### src/rtl/multicycle_adder.sv
// Purpose : unsigned WIDTH-bit adder that adds CHUNK bits per clock (a + b + c_in).
// Latency : out_valid rises NCHUNK edges after the accepting edge; one operation at a time.
// Backpr. : in_ready only in IDLE; the result is held in DONE until out_ready is seen.
//
// Ports:
//   clk, rst             rising-edge clock, synchronous active-high reset
//   in_valid / in_ready  operand handshake for a, b, c_in
//   out_valid / out_ready result handshake for sum, c_out (and ovf)
//   ovf                  two's-complement overflow, present only when the
//                        macro MULTICYCLE_ADDER_OVF_EN is defined
module multicycle_adder #(
  parameter int WIDTH = 16,
  parameter int CHUNK = 4
) (
  input  logic             clk,
  input  logic             rst,
  input  logic             in_valid,
  output logic             in_ready,
  input  logic [WIDTH-1:0] a,
  input  logic [WIDTH-1:0] b,
  input  logic             c_in,
  output logic             out_valid,
  input  logic             out_ready,
  output logic [WIDTH-1:0] sum,
  output logic             c_out
`ifdef MULTICYCLE_ADDER_OVF_EN
  ,
  output logic             ovf
`endif
);

  localparam int NCHUNK = WIDTH / CHUNK;
  // A single-chunk configuration still needs a 1-bit index register.
  localparam int IDX_W = (NCHUNK > 1) ? $clog2(NCHUNK) : 1;
  localparam logic [IDX_W-1:0] LAST_IDX = IDX_W'(NCHUNK - 1);

  typedef enum logic [1:0] {IDLE, ADD, DONE} state_t;

  state_t           state_q, state_d;
  logic [WIDTH-1:0] a_q, a_d;
  logic [WIDTH-1:0] b_q, b_d;
  logic [IDX_W-1:0] idx_q, idx_d;
  logic             carry_q, carry_d;
  logic [WIDTH-1:0] sum_q, sum_d;
  logic             c_out_q, c_out_d;
`ifdef MULTICYCLE_ADDER_OVF_EN
  logic             ovf_q, ovf_d;
`endif

  logic [CHUNK-1:0] a_chunk;
  logic [CHUNK-1:0] b_chunk;
  logic [CHUNK:0]   chunk_sum;

  // Slice of the captured operands selected by the current chunk index.
  always_comb begin
    a_chunk   = a_q[int'(idx_q)*CHUNK +: CHUNK];
    b_chunk   = b_q[int'(idx_q)*CHUNK +: CHUNK];
    chunk_sum = {1'b0, a_chunk} + {1'b0, b_chunk} + {{CHUNK{1'b0}}, carry_q};
  end

  always_comb begin
    state_d   = state_q;
    a_d       = a_q;
    b_d       = b_q;
    idx_d     = idx_q;
    carry_d   = carry_q;
    sum_d     = sum_q;
    c_out_d   = c_out_q;
`ifdef MULTICYCLE_ADDER_OVF_EN
    ovf_d     = ovf_q;
`endif
    in_ready  = 1'b0;
    out_valid = 1'b0;

    case (state_q)
      IDLE: begin
        in_ready = 1'b1;
        if (in_valid) begin
          a_d     = a;
          b_d     = b;
          carry_d = c_in;
          idx_d   = '0;
          state_d = ADD;
        end
      end
      ADD: begin
        sum_d[int'(idx_q)*CHUNK +: CHUNK] = chunk_sum[CHUNK-1:0];
        carry_d = chunk_sum[CHUNK];
        idx_d   = idx_q + 1'b1;
        if (idx_q == LAST_IDX) begin
          c_out_d = chunk_sum[CHUNK];
`ifdef MULTICYCLE_ADDER_OVF_EN
          // Carry into the MSB is recovered as a^b^sum at that bit; overflow
          // is that carry differing from the carry out of the MSB.
          ovf_d   = a_q[WIDTH-1] ^ b_q[WIDTH-1] ^ chunk_sum[CHUNK-1] ^ chunk_sum[CHUNK];
`endif
          idx_d   = '0;
          state_d = DONE;
        end
      end
      DONE: begin
        out_valid = 1'b1;
        if (out_ready) begin
          state_d = IDLE;
        end
      end
      default: begin
        state_d = IDLE;
      end
    endcase
  end

  always_ff @(posedge clk) begin
    if (rst) begin
      state_q <= IDLE;
      a_q     <= '0;
      b_q     <= '0;
      idx_q   <= '0;
      carry_q <= 1'b0;
      sum_q   <= '0;
      c_out_q <= 1'b0;
`ifdef MULTICYCLE_ADDER_OVF_EN
      ovf_q   <= 1'b0;
`endif
    end else begin
      state_q <= state_d;
      a_q     <= a_d;
      b_q     <= b_d;
      idx_q   <= idx_d;
      carry_q <= carry_d;
      sum_q   <= sum_d;
      c_out_q <= c_out_d;
`ifdef MULTICYCLE_ADDER_OVF_EN
      ovf_q   <= ovf_d;
`endif
    end
  end

  assign sum   = sum_q;
  assign c_out = c_out_q;
`ifdef MULTICYCLE_ADDER_OVF_EN
  assign ovf   = ovf_q;
`endif

endmodule
### config.mk
export PLATFORM = sky130hd
export DESIGN_NAME = multicycle_adder
export DESIGN_NICKNAME = d
export VERILOG_FILES = /design/src/rtl/multicycle_adder.sv
export SDC_FILE = /design/constraint.sdc
export NUM_CORES = 1
export LEC_CHECK = 0
export ABC_AREA = 1
export CORE_ASPECT_RATIO = 2
export CORE_MARGIN = 5
export CORE_UTILIZATION = 50
export DETAILED_ROUTE_END_ITERATION = 12
export PLACE_DENSITY = 0.88
export SKIP_CTS_REPAIR_TIMING = 1
export SYNTH_ARGS = -nofsm -noshare
export SYNTH_HDL_FRONTEND = slang
export SYNTH_SLANG_ARGS = --single-unit
### constraint.sdc
create_clock -name clk -period 3.2 [get_ports clk]
set_input_delay 0.64 -clock clk [delete_from_list [all_inputs] [get_ports clk]]
set_output_delay 0.64 -clock clk [all_outputs]
set_load 0.05 [all_outputs]
Yosys cells after proc, flatten, opt, wreduce, memory -nomap -nowiden
Index checks and enable logic that the tools add are counted.

Logic and storage cells: 39. Input port bits: 37. Register bits after elaboration: 54.

Muxes and demuxes: 12. Shifts and indexed selects: 4. Add/subtract/negate cells: 4. Reductions and logical operators: 6. Equality and inequality tests: 6.

Operators by type and width (number): negator 4 -> 33 bit (1); variable shift 4 x 33 -> 16 bit (first input constant) (1); variable part select 4 x 33 -> 16 bit (1); variable part select 16 x 5 -> 4 bit (2); bitwise mux 16 bit (1); 2-to-1 mux 2 bit (5); != test 2 bit (second input constant) (3); one-hot mux 2 bit (3 select lines) (1); AND reduction 2 bit (3); adder 4 x 4 -> 5 bit (1); adder 5 x 1 -> 5 bit (1); equality test 2 bit (second input constant) (2); one-hot mux 2 bit (2 select lines) (1); 2-to-1 mux 1 bit (3); AND reduction 3 bit (1); adder 2 x 1 -> 2 bit (second input constant) (1); equality test 2 x 1 -> 1 bit (second input constant) (1); zero test 2 bit (1); one-hot mux 1 bit (2 select lines) (1); nonzero test 2 bit (1).

Logic depth before layout (Yosys ltp)
Depth in word-level cells: 5. Gate-level depth with buffers: 11. Mapped depth without buffers: 10.

Least setup slack after synthesis
No wires, ideal clock.

Path type: register to register. From: register idx_q[1]. To: register sum_q[14] (netlist: sum[14]). Arrival time: 2.293 ns. Stages on the path, launching flop included: 12. Data required time: 3.134 ns. Slack: 0.841 ns. Library setup time: 0.066 ns. Path through: dfxtp_1 > clkbuf_1 > inv_1 > o21ai_0 > o22ai_1 > fa_1 > fa_1 > xor2_1 > nand2_1 > nor2_1 > a22oi_1 > nor2_1.

Cells in the longest elaborated chain, start to end: 5. Elaborated cells between the ends (all ways): 8. Classes of those cells: add/sub: 3; shift: 4; mux: 1.

RTL lines: from (decl) (RTL line 42) `logic [IDX_W-1:0] idx_q, idx_d;`; from (signal assigned) (RTL line 129) `idx_q <= idx_d;`; variable part select 16 x 5 -> 4 bit, on equally long branches (RTL line 56, 57); adder 4 x 4 -> 5 bit (RTL line 58) `chunk_sum = {1'b0, a_chunk} + {1'b0, b_chunk} + {{CHUNK{1'b0}}, carry_q};`; adder 5 x 1 -> 5 bit (RTL line 58); variable part select 4 x 33 -> 16 bit (RTL line 87) `sum_d[int'(idx_q)*CHUNK +: CHUNK] = chunk_sum[CHUNK-1:0];`; bitwise mux 16 bit * (RTL line 87); to (signal assigned) (RTL line 131) `sum_q <= sum_d;`; to (decl) (RTL line 44) `logic [WIDTH-1:0] sum_q, sum_d;`.

Every way passes the cells marked *; elsewhere a longest branch is shown, timed or not. A chain may end at the register's enable or synchronous reset.

Worst setup path after layout
From: register idx_q[0]. To: register sum_q[14] (netlist: sum[14]).

Same word-level chain as after synthesis.

==> impl_metrics.yaml <==
power:
  powerDensity_nw_per_um2: 469
  ir_drop_mv: 0.371
  p_leak_nw: 1.22
routing:
  drtPass1Iterations: 4
  route.met2.wl_um: 3230
  drtAntennaViolNets: 0
  wirelength_met1_um: 2080
  wl_um: 5760
  dr_wl_met3_um: 225
  vias_per_cell: 5.30
  drtIter0Drc: 79
  drt-wirelength-per-cell_um: 13.4
  vias: 2273
  dr.max_layer_used: "met4"
  drc: 0
synth:
  ys_seq_elements: 54
  muxShareOfSynthArea: 0
  synthSimpleGateAreaFrac: 0.257
  synth_compound_area_frac: 0.175
  syn_avg_cell_area_sq_um: 7.59
  syn_nets: 369
  yosysSeqAreaShare: 0.444
  synth_top_family_by_area: "simple AND/OR/NAND/NOR gates"
  ys.warnings.count: 0
  synthAdderAreaFrac: 0.0627
  yosysUniqueCellTypes: 29
  synth_cells: 321
  syn-cell-area_sq_um: 2430
  synth_xor_area_frac: 0.00360
setup_path:
  startpoint_type: "flop"
  ff2ff_path_depth: 10
  worst_setup_path_end_kind: "flop"
  crit_fanout: 15
  worstSetupPathType: "reg2reg"
  critPathArrivalTime_ns: 3.05
  cp.required_ns: 3.46
cts:
  clkTransAtPathRegs_ns: 0.10
  htreeDepth: 2
  tritoncts: "yes"
  cts_root_buf: "clkbuf_8"
  clockBufferDepth: 2
  cts_buffers: 5
  cts_sinks: 54
  clk_latency_ns: 0.31
worst_hold_path:
  hold_path_class: "reg2reg"
  hold_path_depth: 2
grt:
  grt_pass1_vias: 2218
  antenna_found_initial: 0
  grt_max_degree: 36
  grt-ovfl-total: 0
  grt_pass1_wl_um: 9280
  track_usage: 0.185
sta:
  max-slew-margin-rel: 0.527
  layout_setup_ws_ns: 0.403
  fin_skew_ns: 0.0137
  max_slew.worst_pin.slew_ns: 0.709
  hold_violations: 0
  finalCriticalPeriod_ns: 2.80
  slew_viol_final: 0
  grt_setup_unrepaired: "false"
  fin_setup_tns_ns: 0
  max_freq_mhz: 358
  post-route-period-util: 0.874
  holdWs_ns: 0.466
  setup_viol: 0
cells_and_area:
  layout.nets: 419
  final_cells: 429
  fillers: 444
  seqCellArea_sq_um: 1080
  drive_gt1_frac: 0.0645
  synthToLayoutAreaGrowth_pct: 26.9
  multi_input_area_sq_um: 1210
  final_area_sq_um: 3090
  n_antenna_cell: 0
placed_design:
  place_congestion: 0.844
  dpl-instance-area_sq_um: 3000
  place_ws_ns: 0.446
  hpwl_um: 4430
  dp_cells: 421
  io_buffers: 55
floorplan:
  die_area_sq_um: 6450
  rows: 36
  core-area_sq_um: 4820
  die-width_um: 59.3
  initial_core_util: 0.505
  dieHeight_um: 109
  pin_count: 56
flow_run:
  maxCapViolations: 0
status:
  status: "completed"
-- cells in the final DEF (no fill, tap or decap), drive strengths merged --
master / n
xor2: 1
o22ai: 8
a21oi: 17
o21ai: 48
ha: 9
a31oi: 1
buf: 4
a22oi: 4
o21bai: 1
clkdlybuf4s50: 55
fa: 2
inv: 14
a211oi: 1
nand4: 3
nor4: 1
nor3: 1
dfxtp: 54
clkbuf: 6
clkinv: 2
nand3: 7
nor2: 95
nand2: 38
-- final timing paths --
| path | start | end | slack [ns] |
|---|---|---|---|
| worst max-delay path | idx_q[0] | sum[14] | 0.40 |
| worst max register to register | idx_q[0] | sum[14] | 0.40 |
| worst min-delay path | sum[10] | sum[10] | 0.47 |
| worst min register to register | sum[10] | sum[10] | 0.47 |
-- routing by layer --
metal,vias to the layer above,global-route usage
met5,-,0
met4,0,0.0972
met3,18,0.0284
met2,62,0.347
met1,1038,0.186
li1,1155,-
-- state kept, by name (all words and copies together), names as in the netlist --
name,cells
b_q,16
a_q,16
idx_q,2
state_q,2
sum,16
carry_q,1
c_out,1
-- layout make-up --
cell class | instances | area share
inverter | 14 | 0.0170
clock buffer | 6 | 0.0235
clock inverter | 2 | 0.00567
sequential | 54 | 0.350
timing repair buffer | 59 | 0.188
tap | 57 | 0.0231
multi-input combinational | 237 | 0.393
-- synthesized netlist by cell type (all sizes together) --
library cell,count,area (sq um)
nand3,7,35.0
fa,2,40.0
o21ai,48,240
a21oi,17,85.1
clkbuf,8,30.0
o22ai,8,50.1
inv,13,48.8
nand2,38,158
dfxtp,54,1080
a31oi,1,6.26
a22oi,4,30.0
nor3,1,5.00
o21bai,1,7.51
nand4,3,18.8
clkinv,1,3.75
xor2,1,8.76
buf,8,57.6
nor4,1,21.3
nor2,95,388
ha,9,113
a211oi,1,7.51
-- power breakdown --
| part | leakage (nW) | switching [W] | internal, W |
|---|---|---|---|
| Sequential | 0.443 | 0.0000289 | 0.000715 |
| Combinational | 0.731 | 0.000192 | 0.000131 |
| Clock | 0.0458 | 0.000222 | 0.000159 |
-- kinds of logic after synthesis --
logic type / Yosys count
adders and majority gates: 11
DFF: 54
xor gates and xnor gates: 1
buffers and inverters: 30
AOI/OAI and AO/OA: 80
and+or+nand+nor: 145
-- worst max-delay path: stages, from the launching register on --
cell and delay, ns:
dfxtp_1 0.57, inv_1 0.31, o21ai_0 0.24, o22ai_1 0.12, fa_1 0.42, fa_1 0.42, xor2_1 0.26, nand2_1 0.08
nor2_1 0.15, a22oi_1 0.09, nor2_1 0.09
-- metrics by stage --
step                utilization  total power, W
global route              0.641         0.00152
finish                    0.641         0.00145
detailed placement        0.622         0.00108
global placement          0.622         0.00107
floorplan                     -        0.000973
CTS                       0.641         0.00146
Note: power is estimated with default switching activity, not from simulation.
